[config.mk]
export PLATFORM = sky130hd
export DESIGN_NAME = shift_add_seq
export DESIGN_NICKNAME = d
export VERILOG_FILES = /design/src/rtl/shift_add_seq.sv
export SDC_FILE = /design/constraint.sdc
export NUM_CORES = 1
export LEC_CHECK = 0
export ABC_AREA = 0
export CORE_MARGIN = 2
export CORE_UTILIZATION = 50
export CTS_CLUSTER_DIAMETER = 60
export DETAILED_ROUTE_END_ITERATION = 8
export HOLD_SLACK_MARGIN = 0.08
export PLACE_DENSITY = 0.68
export SKIP_CTS_REPAIR_TIMING = 1
export SLEW_MARGIN = 20
export SYNTH_ARGS = -nofsm -noshare
export SYNTH_HDL_FRONTEND = slang
export SYNTH_SLANG_ARGS = --single-unit
[constraint.sdc]
create_clock -name clk -period 11.15 [get_ports clk]
set_input_delay 1.6725 -clock clk [delete_from_list [all_inputs] [get_ports clk]]
set_output_delay 1.6725 -clock clk [all_outputs]
set_load 0.05 [all_outputs]
[src/rtl/shift_add_seq.sv]
// shift_add_seq: time-multiplexed sequencer driving one shared shift-add
// datapath. A job loads N_IN operands into a small register file. The job then
// runs up to N_OPS programmed ops, one op per cycle. Each op computes
// in0 +/- (in1 shifted), and the sign of the shift selects which operand is
// scaled. Op k writes register N_IN+k. The last op's value is presented on
// out_data.
//
// Optional feature: define SHIFT_ADD_SEQ_SAT_EN to saturate every op result
// to the BW-bit signed range. Without it, results wrap, which is plain
// two's-complement truncation.
module shift_add_seq #(
  parameter int BW      = 16,
  parameter int N_IN    = 4,
  parameter int N_OPS   = 12,
  parameter int SHIFT_W = 5,
  parameter int IDX_W   = 4,
  parameter int OP_W    = 1 + SHIFT_W + 2 * IDX_W
) (
  input  logic                         clk,
  input  logic                         rst_n,
  input  logic                         prog_we,
  input  logic [$clog2(N_OPS)-1:0]     prog_addr,
  input  logic [OP_W-1:0]              prog_data,
  input  logic [$clog2(N_OPS+1)-1:0]   op_count,
  input  logic                         in_valid,
  output logic                         in_ready,
  input  logic [N_IN*BW-1:0]           in_data,
  output logic                         out_valid,
  input  logic                         out_ready,
  output logic [BW-1:0]                out_data,
  output logic                         busy
);

  localparam int PA_W  = $clog2(N_OPS);
  localparam int CNT_W = $clog2(N_OPS + 1);
  localparam int N_REG = N_IN + N_OPS;
  // Headroom: the largest shift is 2^(SHIFT_W-1), plus one bit for the add.
  localparam int EW    = BW + (1 << (SHIFT_W - 1)) + 1;

  localparam logic [CNT_W-1:0] N_OPS_C   = CNT_W'(N_OPS);
  localparam logic [PA_W:0]    N_OPS_A   = (PA_W + 1)'(N_OPS);
  localparam logic [IDX_W:0]   N_REG_C   = (IDX_W + 1)'(N_REG);
  localparam logic [IDX_W-1:0] N_IN_IDX  = IDX_W'(N_IN);

  typedef enum logic [1:0] {
    S_IDLE = 2'd0,
    S_EXEC = 2'd1,
    S_DONE = 2'd2
  } state_t;

  // Reduce an extended-precision op result to the BW-bit register width.
  function automatic logic signed [BW-1:0] narrow(input logic signed [EW-1:0] v);
`ifdef SHIFT_ADD_SEQ_SAT_EN
    // The value fits only when every bit above the BW-bit sign bit repeats the sign.
    if (v[EW-1:BW-1] != {(EW - BW + 1){v[EW-1]}})
      return v[EW-1] ? {1'b1, {(BW - 1){1'b0}}} : {1'b0, {(BW - 1){1'b1}}};
    return v[BW-1:0];
`else
    return BW'(v);
`endif
  endfunction

  // Control state
  state_t               state_q, state_d;
  logic [PA_W-1:0]      pc_q, pc_d;
  logic [CNT_W-1:0]     cnt_q, cnt_d;
  logic signed [BW-1:0] result_q, result_d;

  // Data storage. It is not reset: the register file is cleared on every
  // accept, and the program memory persists across resets.
  logic signed [BW-1:0] regs_q [N_REG];
  logic signed [BW-1:0] regs_d [N_REG];
  logic [OP_W-1:0]      prog_q [N_OPS];
  logic [OP_W-1:0]      prog_d [N_OPS];

  // Datapath signals for the op at pc_q
  logic [OP_W-1:0]      op_word;
  logic [IDX_W-1:0]     src0, src1, wr_idx;
  logic [SHIFT_W-1:0]   shift;
  logic                 is_sub;
  logic                 sh_neg, sh_pos;
  logic signed [SHIFT_W:0] shift_ext;
  logic [SHIFT_W:0]     shamt;
  logic signed [BW-1:0] a_val, b_val, wr_val;
  logic signed [EW-1:0] a_ext, b_ext, a_sh, b_sh, sum_ext;
  logic [CNT_W-1:0]     cnt_last;
  logic                 last_op;

  assign in_ready  = (state_q == S_IDLE);
  assign out_valid = (state_q == S_DONE);
  assign busy      = (state_q != S_IDLE);
  assign out_data  = result_q;

  // Decode the current op, fetch operands and evaluate the shared shift-add.
  always_comb begin
    op_word   = prog_q[pc_q];
    src0      = op_word[IDX_W-1:0];
    src1      = op_word[2*IDX_W-1:IDX_W];
    shift     = op_word[2*IDX_W +: SHIFT_W];
    is_sub    = op_word[OP_W-1];
    // Indices past the register file read as zero.
    a_val     = ({1'b0, src0} < N_REG_C) ? regs_q[src0] : '0;
    b_val     = ({1'b0, src1} < N_REG_C) ? regs_q[src1] : '0;
    a_ext     = {{(EW - BW){a_val[BW-1]}}, a_val};
    b_ext     = {{(EW - BW){b_val[BW-1]}}, b_val};
    // Widen the shift by one bit so that negating the most negative value cannot overflow.
    shift_ext = {shift[SHIFT_W-1], shift};
    sh_neg    = shift[SHIFT_W-1];
    sh_pos    = !sh_neg && (shift != '0);
    shamt     = sh_neg ? (-shift_ext) : shift_ext;
    a_sh      = a_ext;
    b_sh      = b_ext;
    if (sh_pos)
      b_sh = b_ext <<< shamt;
    else if (sh_neg)
      a_sh = a_ext <<< shamt;
    sum_ext   = is_sub ? (a_sh - b_sh) : (a_sh + b_sh);
    wr_val    = narrow(sum_ext);
    wr_idx    = N_IN_IDX + IDX_W'(pc_q);
    cnt_last  = cnt_q - CNT_W'(1);
    last_op   = (CNT_W'(pc_q) == cnt_last);
  end

  // Next-state logic for the job FSM, the register file and the result register.
  always_comb begin
    state_d  = state_q;
    pc_d     = pc_q;
    cnt_d    = cnt_q;
    result_d = result_q;
    regs_d   = regs_q;
    case (state_q)
      S_IDLE: begin
        if (in_valid) begin
          for (int i = 0; i < N_REG; i++)
            regs_d[i] = (i < N_IN) ? in_data[i*BW +: BW] : '0;
          cnt_d   = (op_count > N_OPS_C) ? N_OPS_C : op_count;
          pc_d    = '0;
          state_d = S_EXEC;
        end
      end
      S_EXEC: begin
        if (cnt_q == '0) begin
          // A zero-op job still spends one cycle here. In that cycle it
          // forwards reg 0, so out_valid rises one cycle after accept.
          result_d = regs_q[0];
          state_d  = S_DONE;
        end else begin
          regs_d[wr_idx] = wr_val;
          result_d       = wr_val;
          if (last_op)
            state_d = S_DONE;
          else
            pc_d = pc_q + PA_W'(1);
        end
      end
      S_DONE: begin
        if (out_ready)
          state_d = S_IDLE;
      end
      default: state_d = S_IDLE;
    endcase
  end

  // Program memory write port. Writes are taken only while no job is in flight.
  always_comb begin
    prog_d = prog_q;
    if (prog_we && !busy && ({1'b0, prog_addr} < N_OPS_A))
      prog_d[prog_addr] = prog_data;
  end

  // Control registers, with synchronous active-low reset.
  always_ff @(posedge clk) begin
    if (!rst_n) begin
      state_q  <= S_IDLE;
      pc_q     <= '0;
      cnt_q    <= '0;
      result_q <= '0;
    end else begin
      state_q  <= state_d;
      pc_q     <= pc_d;
      cnt_q    <= cnt_d;
      result_q <= result_d;
    end
  end

  // Register file and program memory, with no reset.
  always_ff @(posedge clk) begin
    regs_q <= regs_d;
    prog_q <= prog_d;
  end

endmodule
==> out/metrics.csv, run 1 <==
metric,value,unit
nets,2865,
viasPerCell,6.94,
grt_max_degree,98,
max_cap_viol_count,0,
ant_nets,0,
p_sw_frac,0.332,
power,5.06,mW
fin_crit_sh,0.829,
synth_compound_area_frac,0.200,
postSynthAreaPerCell,10.0,sq um
io_pins,110,
end_kind,register,
drt_iter0_drc,3296,
syn-cell-area,27600,sq um
insertion_delay,0.61,ns
path_class,register to register,
pwr-share-seq,0.424,
synth-simple-area-share,0.140,
switchingPower,1.68,mW
track_usage,0.348,
clockPowerShare,0.331,
setup_violations,0,
worst_clock_skew,0.0212,ns
ys_seq_elements,450,
peakVddDrop,0.157,mV
synthMuxAreaShare,0.107,
synth_top_flop_cell,edfxtp_1,
rsz0062_at_grt,false,
clock_path_buffers,3,
synth_top_family_by_area,compound AO/OA/AOI/OAI gates,
wl,102000,um
fin_util,0.563,
power_density,164,nW/um^2
drc,0,
cts.sink_count,450,
critical_path.max_fanout,31,
hold_ws,0.457,ns
antenna_found_initial,5,
clkSlewWorstSetupHoldPaths,0.06,ns
combPwrFrac,0.245,
dp_hpwl,69300,um
place.gp.congestion,0.976,
drv_slew,0,
drive_above_1_share,0.117,
max_freq,108,MHz
synth_edf_count,424,
firstDrtPassIters,7,
hold_class,register to register,
vias,24300,
overflow,0,
setup_tns,0,ns
htreeDepth,2,
drt-wirelength-per-cell,29.0,um
period_needed,9.25,ns
status,"finished, final reports clean",
fillers,4603,
synth_warnings,0,
chipWidth,239,um
worst_pin_slew,1.25,ns
mostFrequentLayoutCells,"nand2_1 (521), edfxtp_1 (424), a21oi_1 (211)",
cts_tree,done,
synth_fa_ha_area_frac,0.0107,
row_count,86,
grt_pass1_vias,22900,
die_y,239,um
p_leak,11.0,nW
postSynthCellCount,2752,
cts_root_buffer,clkbuf_16,
critPathRequiredTime,11.45,ns
core-area,54800,sq um
synth_cell_type_count,94,
intPower,3.38,mW
syn_nets,2866,
synth-async-reset-ratio,0,
timing.final.hold_violations,0,
start_util,0.504,
io_buffers,109,
grt_first_pass_wirelength,148000,um
worst_ep_arrival_time,9.55,ns
slew_headroom,0.169,
design.die.area,57100,sq um
syn2layout_area_growth,11.8,%
final_common_cell,nand2_1,
synth_xor_area_frac,0.0113,
setup.worst_path.start_class,register,
yosysSeqAreaShare,0.481,
cts_buffers,51,
## through the flow
step,cells,setup slack [ns],instance area [sq um]
floorplan,2752,3.36,27600
global placement,3402,2.15,29200
detailed placement,3402,2.01,29200
CTS,3496,1.95,30800
global route,3498,1.33,30800
finish,3499,1.90,30800
## power groups by stage
stage	Combinational [mW]	Sequential (mW)	Clock [mW]
floorplan	0.742	2.16	0
global route	1.30	2.15	1.74
detailed placement	1.20	2.17	0
finish	1.24	2.14	1.68
global placement	1.19	2.17	0
CTS	1.20	2.14	1.68
## area by class of cell
| class | instances | area [sq um] | area share |
|---|---|---|---|
| multi-input cells | 1995 | 13100 | 0.425 |
| clock inverters | 25 | 280 | 0.00909 |
| flip-flops and latches | 450 | 13300 | 0.430 |
| repair buffers | 182 | 1640 | 0.0533 |
| diodes | 3 | 7.51 | 0.000244 |
| clock buffers | 69 | 1370 | 0.0446 |
| inverters | 71 | 272 | 0.00881 |
| well taps | 704 | 881 | 0.0286 |
## critical path: stages (launching register included)
cell and delay, ns:
dfxtp_2 0.83, buf_4 0.55, mux4_2 0.39, mux2i_1 0.22, o22a_1 0.87, nand2_1 0.60
a31oi_1 0.77, nor2_1 0.12, nor3_1 0.21, o21ai_0 0.11, a21oi_1 0.18, a211oi_1 0.07
ha_1 0.37, nor2b_1 0.15, o21ai_0 0.21, a21boi_0 0.22, o21ai_0 0.31, a21boi_0 0.16
o21ai_0 0.28, a21boi_0 0.17, o21ai_0 0.25, a21boi_0 0.16, o21ai_0 0.17, nand2b_1 0.11
a21o_1 0.19, a21o_1 0.20, xnor2_2 0.76, o21ai_0 0.22
## worst paths after layout
check	startpoint	endpoint	slack, ns	cells past startpoint
setup / recovery	pc_q[1]$_SDFFE_PN0P_	regs_q[222]$_DFFE_PP_	1.90	27
hold / removal	out_data[1]$_SDFFE_PN0P_	out_data[1]$_SDFFE_PN0P_	0.46	2
setup reg to reg	pc_q[1]$_SDFFE_PN0P_	regs_q[222]$_DFFE_PP_	1.90	27
hold reg to reg	out_data[1]$_SDFFE_PN0P_	out_data[1]$_SDFFE_PN0P_	0.46	2
## routing by layer
metal  wire [um]  up-vias  share of wire  GRT usage
li1            -    10400              -          -
met1       37700    11800           0.37      0.450
met2       46500     1720           0.46      0.552
met3       10700      400           0.11     0.0670
met4        6630        4          0.065      0.196
met5          28        -        0.00028          0
## registers in the layout, summed over array words and instances, names as in the netlist
signal	cells
out_data	16
prog_q	168
pc_q	4
state_q	2
cnt_q	4
regs_q	256
## cells in the mapped netlist, drive strengths merged, types with 21 or more instances
master	n	area, sq um
ha	22	275
nor2	208	791
nor3	30	150
mux4	36	811
mux2i	114	1160
a22o	49	429
o221ai	21	190
edfxtp	424	12700
inv	71	267
o21ai	79	418
o211ai	131	988
dfxtp	26	521
clkbuf	155	582
nand2	521	1960
nand3	54	270
a21oi	214	1070
o211a	30	300
o22ai	31	213
mux2	88	995
buf	81	523
and2	26	163
a211oi	62	475
## cells by family (layout without fill, tap and decap cells)
family / Yosys count / count (layout)
AOI/OAI and AO/OA: 783 / 783
xor gates and xnor gates: 33 / 33
adders and majority gates: 23 / 23
buffers and inverters: 307 / 347
DFF: 450 / 450
muxes: 238 / 238
other: 0 / 3
and+or+nand+nor: 918 / 918
(Power assumes the default switching activity.)
==> run 2: changes to the inputs <==
clock period = 8.72 ns   (was 11.15 ns; I/O delays follow)
==> run 2 against run 1 <==
Non-clock buffer count increased by 18. Total power grew 27%. Flip-flop and latch count unchanged. Critical path type unchanged. Largest cell class unchanged.
==> out/metrics.csv, run 2 (synthesized netlist as in run 1, its figures left out) <==
metric,value,unit
dp_slack,0.693,ns
antenna_found_initial,2,
instances_no_fill,3510,
fin_crit_sh,0.942,
cts_root_buffer,clkbuf_16,
ant_nets,0,
dp_cells,3418,
ff2ff_path_depth,25,
drv_slew,0,
critical_path.max_fanout,31,
track_usage,0.351,
dp_hpwl,69600,um
period_needed,8.22,ns
max_cap_viol_count,0,
io_pins,110,
grt_pass1_vias,22700,
worst_pin_slew,1.28,ns
fin_util,0.565,
core-area,54800,sq um
drive_above_1_share,0.124,
worst_clock_skew,0.0237,ns
row_count,86,
design.die.area,57100,sq um
final_common_cell,nand2_1,
drc,0,
setup_tns,0,ns
min_from,out_data[0]$_SDFFE_PN0P_,
placed_area,29300,sq um
status,"finished, final reports clean",
cts_buffers,48,
rr_startpoint,pc_q[1]$_SDFFE_PN0P_,
htreeDepth,2,
max_freq,122,MHz
cts.sink_count,450,
critPathRequiredTime,9.02,ns
p_leak,11.1,nW
fin_area,30900,sq um
clkSlewWorstSetupHoldPaths,0.07,ns
overflow,0,
power,6.44,mW
firstDrtPassIters,8,
vias,24000,
nets,2880,
largest_reg_flops,256,
power_density,208,nW/um^2
mostFrequentLayoutCells,"nand2_1 (521), edfxtp_1 (424), a21oi_1 (210)",
timing.final.hold_violations,0,
setup_violations,0,
viasPerCell,6.85,
end_kind,register,
clock_path_buffers,3,
grt_first_pass_wirelength,149000,um
r2r-end,regs_q[143]$_SDFFCE_PN0P_,
hold_path_end,out_data[0]$_SDFFE_PN0P_,
r2r_setup_slack,0.50,ns
chipWidth,239,um
io_buffers,109,
drt_iter0_drc,3721,
wl,102000,um
top_register,regs_q,
slew_headroom,0.150,
place.gp.congestion,1.00,
hold_class,register to register,
start_util,0.504,
syn2layout_area_growth,12.2,%
hold_ws,0.463,ns
cts_tree,done,
drt-wirelength-per-cell,29.1,um
timing.final.ws_setup,0.503,ns
holdPathStages,2,
rsz0062_at_grt,false,
path_class,register to register,
worst_ep_arrival_time,8.52,ns
insertion_delay,0.60,ns
setup.worst_path.start_class,register,
grt_max_degree,203,
peakVddDrop,0.263,mV
die_y,239,um
## run 2: changes by cell type in the layout (fill, tap and decap cells not counted), moves of 3 or more
| cell | change |
|---|---|
| buf_4 | +15 |
| clkinv_2 | +7 |
| clkinv_1 | -4 |
| clkbuf_1 | -6 |
| clkbuf_16 | -3 |
## run 2: worst max-delay path, cell delays in order (launching register included)
cell       delay [ns]
dfxtp_2          0.87
mux4_2           0.62
mux2i_4          0.39
a21o_1           0.59
buf_4            0.42
o2111ai_1        0.15
o2111ai_1        0.16
nand4_1          0.46
mux2i_1          0.38
a211oi_1         0.13
a211oi_2         0.41
nor2_1           0.07
a21oi_1          0.23
xor2_1           0.18
ha_1             0.26
a21boi_0         0.14
o21ai_0          0.25
a21boi_0         0.18
o21ai_0          0.20
nand2b_1         0.11
a31oi_1          0.30
o21ai_0          0.23
a31oi_1          0.21
xnor3_2          0.65
nor2_1           0.18
a211oi_1         0.08
## run 2: final cells by class
| class | count | area [sq um] |
|---|---|---|
| Fill cell | 4655 | 23800 |
| Sequential cell | 450 | 13300 |
| Multi-Input combinational cell | 1995 | 13100 |
| Timing Repair Buffer | 200 | 1810 |
| Clock buffer | 61 | 1290 |
| Tap cell | 704 | 881 |
| Clock inverter | 28 | 294 |
| Inverter | 71 | 272 |
| Antenna cell | 1 | 2.50 |
## run 2: per-layer routing
layer  track usage  wire length, um  share of wire
met1         0.458            38400           0.38
met4         0.193             6440          0.063
met3        0.0738            11000           0.11
met5             0               69        0.00067
met2         0.548            46400           0.45
## run 2: power by group
part | switching, mW | internal [mW]
combinational | 1.12 | 0.499
sequential | 0.143 | 2.59
clock | 0.911 | 1.18
## run 2: worst max-delay path by stage
stage	from	to	depth (start not counted)	slack, ns
2_1_floorplan	pc_q[0]$_SDFFE_PN0P_	regs_q[206]$_DFFE_PP_	33	0.93
3_5_place_dp	pc_q[1]$_SDFFE_PN0P_	regs_q[143]$_SDFFCE_PN0P_	27	0.69
5_1_grt	pc_q[1]$_SDFFE_PN0P_	regs_q[79]$_SDFFCE_PN0P_	27	0.03
4_1_cts	pc_q[1]$_SDFFE_PN0P_	regs_q[79]$_SDFFCE_PN0P_	27	0.65
6_report	pc_q[1]$_SDFFE_PN0P_	regs_q[143]$_SDFFCE_PN0P_	25	0.50
3_3_place_gp	pc_q[1]$_SDFFE_PN0P_	regs_q[143]$_SDFFCE_PN0P_	25	0.91
